===== config.mk =====
export PLATFORM = sky130hd
export DESIGN_NAME = mul_seq_ctrl
export DESIGN_NICKNAME = d
export VERILOG_FILES = /design/src/rtl/mul_seq_ctrl.sv
export SDC_FILE = /design/constraint.sdc
export NUM_CORES = 1
export LEC_CHECK = 0
export BUFFER_PORTS_ARGS = -buffer_cell sky130_fd_sc_hd__buf_4
export CAP_MARGIN = 20
export CORE_ASPECT_RATIO = 1.4
export CORE_MARGIN = 10
export CORE_UTILIZATION = 48
export CTS_CLUSTER_DIAMETER = 80
export DETAILED_ROUTE_END_ITERATION = 8
export PLACE_DENSITY = 0.81
export SETUP_SLACK_MARGIN = 0.3
export SLEW_MARGIN = 20
export SYNTH_ARGS = -nofsm -noshare
export SYNTH_HDL_FRONTEND = slang
export SYNTH_SLANG_ARGS = --single-unit

===== constraint.sdc =====
create_clock -name clk -period 1.75 [get_ports clk]
set_clock_uncertainty 0.15 [all_clocks]
set_input_delay 0.0875 -clock clk [delete_from_list [all_inputs] [get_ports clk]]
set_output_delay 0.0875 -clock clk [all_outputs]
set_load 0.03 [all_outputs]

===== src/rtl/mul_seq_ctrl.sv =====
// Sequential 32x32 radix-2 shift-add multiplier controller.
// Every partial-sum addition is performed by a shared external 32-bit adder.
module mul_seq_ctrl (
    input  logic        clk,
    input  logic        reset,
    input  logic        op_start,
    input  logic        op_clear,
    input  logic [31:0] op_a,
    input  logic [31:0] op_b,
    output logic [31:0] add_a,
    output logic [31:0] add_b,
    output logic        add_ci,
    input  logic [31:0] add_s,
    input  logic        add_co,
    output logic        busy,
    output logic        done,
    output logic [63:0] result
);

    localparam int unsigned DATA_W = 32;
    localparam int unsigned PROD_W = 2 * DATA_W;
    localparam int unsigned CNT_W  = 6;
    localparam logic [CNT_W-1:0] LAST_ITER = CNT_W'(DATA_W - 1);

    typedef enum logic [1:0] {
        S_IDLE = 2'd0,
        S_EXEC = 2'd1,
        S_DONE = 2'd2
    } state_t;

    state_t              r_state;
    logic [DATA_W-1:0]   r_m;
    logic [PROD_W-1:0]   r_p;
    logic [CNT_W-1:0]    r_cnt;
    logic                r_busy;
    logic                r_done;

    logic                w_add_m;
    logic [PROD_W-1:0]   w_p_step;
    logic [CNT_W-1:0]    w_cnt_inc;

    // Multiplier bit P[0] selects whether M joins this step's partial sum.
    assign w_add_m   = (r_state == S_EXEC) && r_p[0];
    assign add_a     = r_p[PROD_W-1:DATA_W];
    assign add_b     = w_add_m ? r_m : '0;
    assign add_ci    = 1'b0;

    // Carry-out lands in P[63]; the low half shifts right by one.
    assign w_p_step  = {add_co, add_s, r_p[DATA_W-1:1]};
    assign w_cnt_inc = r_cnt + CNT_W'(1);

    always_ff @(posedge clk) begin
        if (reset) begin
            r_state <= S_IDLE;
            r_m     <= '0;
            r_p     <= '0;
            r_cnt   <= '0;
            r_busy  <= 1'b0;
            r_done  <= 1'b0;
        end else begin
            case (r_state)
                S_IDLE: begin
                    if (op_start) begin
                        r_m     <= op_a;
                        r_p     <= {{DATA_W{1'b0}}, op_b};
                        r_cnt   <= '0;
                        r_busy  <= 1'b1;
                        r_done  <= 1'b0;
                        r_state <= S_EXEC;
                    end
                end
                S_EXEC: begin
                    r_p   <= w_p_step;
                    r_cnt <= w_cnt_inc;
                    if (r_cnt == LAST_ITER) begin
                        r_busy  <= 1'b0;
                        r_done  <= 1'b1;
                        r_state <= S_DONE;
                    end
                end
                S_DONE: begin
                    // Clear wins over a simultaneous start.
                    if (op_clear) begin
                        r_p     <= '0;
                        r_busy  <= 1'b0;
                        r_done  <= 1'b0;
                        r_state <= S_IDLE;
                    end else if (op_start) begin
                        r_m     <= op_a;
                        r_p     <= {{DATA_W{1'b0}}, op_b};
                        r_cnt   <= '0;
                        r_busy  <= 1'b1;
                        r_done  <= 1'b0;
                        r_state <= S_EXEC;
                    end
                end
                default: begin
                    r_p     <= '0;
                    r_cnt   <= '0;
                    r_busy  <= 1'b0;
                    r_done  <= 1'b0;
                    r_state <= S_IDLE;
                end
            endcase
        end
    end

    assign busy   = r_busy;
    assign done   = r_done;
    assign result = r_p;

endmodule


==> results of run 1 <==
[through the flow]
stage          instance area, µm²  cells  setup WS, ns  hold WS [ns]  utilization, %
2_1_floorplan                5236    604        0.2584       0.08520               -
3_3_place_gp                 6798    896        0.1837        0.1865           64.99
3_5_place_dp                 6798    896       0.09021        0.1948           64.99
4_1_cts                      9019   1049       0.02417       0.07112           86.22
[metal layers]
metal  overflow  global-route usage [%]
met1          0                   78.02
met2        408                   104.7
met3          3                   64.32
met4        159                   94.43
met5          0                   13.90
[logic make-up after synthesis]
| group | Yosys count |
|---|---|
| fa+ha+maj | 1 |
| buf+inv | 100 |
| compound gates | 218 |
| flops | 106 |
| simple gates | 178 |
| other cells | 1 |
[timing repair]
item	CTS
gates resized for setup	58
hold buffers	98
endpoints found under the hold margin	96
setup endpoints to repair	138
gates cloned	19
setup buffers	21
pin swaps	64
==> flow_summary.toml, run 1 <==
[logic_synthesis]
synth_top_family_by_area = "compound AO/OA/AOI/OAI gates"
syn_nets = 706
yosys.area_share.adder_pct = 0.2415
synth_ff_type = "dfxtp_1"
synth_compound_area_share_pct = 27.84
synth_cell_types = 40
seq_area_frac_synth_pct = 40.96
async_flop_share_pct = 0
yosys.area_share.simple_pct = 18.79
synth_xor_area_share_pct = 0
synth_common_cells = "dfxtp_1 (106), a21oi_1 (69), buf_4 (38)"
synth_area_um2 = 5181
yosysMostFrequentCell = "dfxtp_1"
ys_warn_count = 0
avgSynthCellArea_um2 = 8.578
syn-instance-count = 604
synth_edf_count = 0
synth_seq_cells = 106
yosys.area.top_type = "dfxtp_1"
netlist.area_leader.share_pct = 40.96
synthTopCellsByArea = "dfxtp_1 (41%), a21oi_1 (6.7%), buf_4 (5.5%)"
synthMuxAreaShare_pct = 0

[grt]
grt.total_usage_pct = 83.33
grt_max_degree = 44
grt_remaining_overflow = 570
antenna_found_initial = 8

[floorplan]
die_w_um = 107.8
rows = 44
ios = 232
start_util_pct = 49.53
die_h_um = 142.9

[run_status]
firstError = "[ERROR GRT-0232] Routing congestion too high. Check the congestion heatmap in the GUI."
outcome = "did not finish"
failing_step = "global routing (5_1_grt)"

[placed_design]
numPortBuffers = 230
hpwlAfterDp_mm = 12.36
gp_congestion = 0.8897

[timing]
worstEpCategory = "register input"
worst_endpoint = "result[11]$_SDFF_PP0_/D"

[clock_network]
cts_max_path_buffers = 2
cts_buffers = 9
cts-root-buf = "clkbuf_16"
cts.sinks = 106
htree_levels = 3
==> inputs of run 2 (changes only) <==
--- a/config.mk
+++ b/config.mk
@@ -7,13 +7,10 @@
 export LEC_CHECK = 0
 export BUFFER_PORTS_ARGS = -buffer_cell sky130_fd_sc_hd__buf_4
 export CAP_MARGIN = 20
-export CORE_ASPECT_RATIO = 1.4
 export CORE_MARGIN = 10
-export CORE_UTILIZATION = 48
-export CTS_CLUSTER_DIAMETER = 80
+export CORE_UTILIZATION = 40
 export DETAILED_ROUTE_END_ITERATION = 8
-export PLACE_DENSITY = 0.81
-export SETUP_SLACK_MARGIN = 0.3
+export PLACE_DENSITY_LB_ADDON = 0.15
 export SLEW_MARGIN = 20
 export SYNTH_ARGS = -nofsm -noshare
 export SYNTH_HDL_FRONTEND = slang
==> run 2 against run 1 <==
The flow now finishes without violations; synthesized cell count stayed put; synthesized area stayed put.
==> flow_summary.toml, run 2 <==
[timing]
slew_violations = 0
finalHoldViolations = 0
period_needed_ns = 1.737
fmax_mhz = 575.9
period_share_pct = 99.23
hold_slack_ns = 0.07776
setup_violations = 0
rsz0062_at_grt = "yes"

[clock_network]
cts_tree = "built"
cts.sinks = 106
clk_pin_slew_ns = 0.07
cts_max_path_buffers = 2
worstSkewPairLatency_ns = 0.36
cts-root-buf = "clkbuf_16"
htree_levels = 3
cts_buffers = 9

[floorplan]
die_h_um = 133.8
coreArea_um2 = 12670
design.die.area_um2 = 17910
ios = 232
die_w_um = 133.8
start_util_pct = 40.89
rows = 41

[job]
max_cap_violations = 0

[worst_setup_path]
cp.depth = 5
required_ns = 1.51
cp_slowest_cell = "dfxtp_4"
critPathBufInv = 3
crit_fanout = 16
startpoint_type = "flop"
cp_top_family = "buffers and inverters"
reg2reg_depth = 5
crit_arrival_ns = 1.50
critPathKind = "reg2out"
slowest_delay_ns = 0.34
crit_path_cell_trace = "nor2b_4, buf_4, buf_16, and3_1, buf_6"
endpoint_kind = "output pin"

[grt]
grt_max_degree = 43
antenna_found_initial = 1
grt_pass1_wl_mm = 30.05
grt.total_usage_pct = 20.28
grt_pass1_vias = 5750
grt_remaining_overflow = 0

[logic_synthesis]
synth_edf_count = 0
syn-instance-count = 604
ys_warn_count = 0
synth_cell_types = 40
async_flop_share_pct = 0
synth_area_um2 = 5181
synth_common_cells = "dfxtp_1 (106), a21oi_1 (69), buf_4 (38)"
yosysMostFrequentCell = "dfxtp_1"
seq_area_frac_synth_pct = 40.96
synthTopCellsByArea = "dfxtp_1 (41%), a21oi_1 (6.7%), buf_4 (5.5%)"
synth_seq_cells = 106
syn_nets = 706
yosys.area.top_type = "dfxtp_1"
avgSynthCellArea_um2 = 8.578
synth_ff_type = "dfxtp_1"
netlist.area_leader.share_pct = 40.96

[placed_design]
gp_congestion = 0.7987
hpwlAfterDp_mm = 12.51
post_dp_cell_area_um2 = 6838
numPortBuffers = 230

[drt]
avgViaCountPerCell = 5.358
drt_iter0_markers = 361
routed_wl_mm = 19.05
vias = 5663
first_pass_iters = 5
antenna_left = 0
remaining_drc_errors = 0
wire_per_inst_um = 18.02

[run_status]
outcome = "completed"

[power]
leakage_uw = 0.003572
p_per_area_nw_per_um2 = 779.2
peakVddDrop_mv = 0.4856

[final_layout]
nFillCells = 1002
fin_nets = 980
final_cell_mix = "buf_4 (238), dfxtp_1 (104), dlygate4sd3_1 (98)"
multi_input_area_um2 = 2451
area_growth_pct = 58.54
ff_latch_area_um2 = 2127
final_common_cell = "buf_4"
final_layout_size_suffix_gt1_share_pct = 32.62
largest_register_ffs = 64
fin_area_um2 = 8214

[hold_path]
hold_path.class = "in2reg"
min_path_cells = 4
run 2: cell counts after synthesis:
No cell type changed its count.
run 2: per-layer routing:
metal | global-route usage, % | routed length, µm
met4 | 7.981 | 440
met2 | 34.33 | 9249
met1 | 23.56 | 7960
met3 | 5.900 | 1397
met5 | 0 | 0
run 2: final cells by class:
cell class	instances	share of cell area, %
clock inverter	5	0.3503
multi-input combinational	398	29.84
timing repair buffer	360	38.14
antenna	2	0.06093
inverter	3	0.1371
sequential	106	25.89
tap	172	2.620
clock buffer	11	2.955
run 2: timing repair:
item                                    4_1_cts  5_1_grt
hold buffers                                 98        0
gates resized for setup                       1       15
endpoints found under the setup margin       32       31
cloned                                        1        0
buffers inserted                              4        1
hold endpoints to repair                    104        0
run 2: per-stage QoR:
step	setup TNS, ns	std cells	power [µW]	utilization (%)	setup slack, ns
floorplan	0	604	3729	-	0.2398
global placement	0	935	4298	53.96	0.1951
detailed placement	0	935	4325	53.96	0.1728
CTS	0	1054	6426	64.30	0.02530
global route	-0.06181	1056	6685	64.81	-0.01548
finish	0	1057	6400	64.83	0.01345
run 2: logic make-up (layout without fill, tap and decap cells):
logic type	Yosys count	count (layout)	share of synthesized area, %
adder cells (fa/ha/maj)	1	1	0.2414
AO/OA/AOI/OAI	218	218	27.84
buffers and inverters	100	379	12.10
flip-flops	106	106	40.96
other	1	3	0.07238
AND/OR/NAND/NOR	178	178	18.79
run 2: tightest hold or removal path, stage by stage:
cell and delay [ns]:
buf_4 0.16, nor4b_1 0.08, a31oi_1 0.14, a21oi_1 0.07
run 2: power breakdown:
part           internal [µW]  leakage, µW  switching, µW
clock network            998     0.000136            898
logic                    830      0.00257            969
registers               2580     0.000869            128
total                   4410      0.00357           1990
run 2: final timing paths:
check | start | endpoint | slack, ns
worst max-delay path | r_state[0] | add_b[14] | 0.01
worst min-delay path | op_clear | result[25] | 0.08
worst max register to register | r_state[0] | result[21] | 0.13
worst min register to register | r_m[26] | r_m[26] | 0.33
Note: power is estimated with default switching activity, not from simulation.
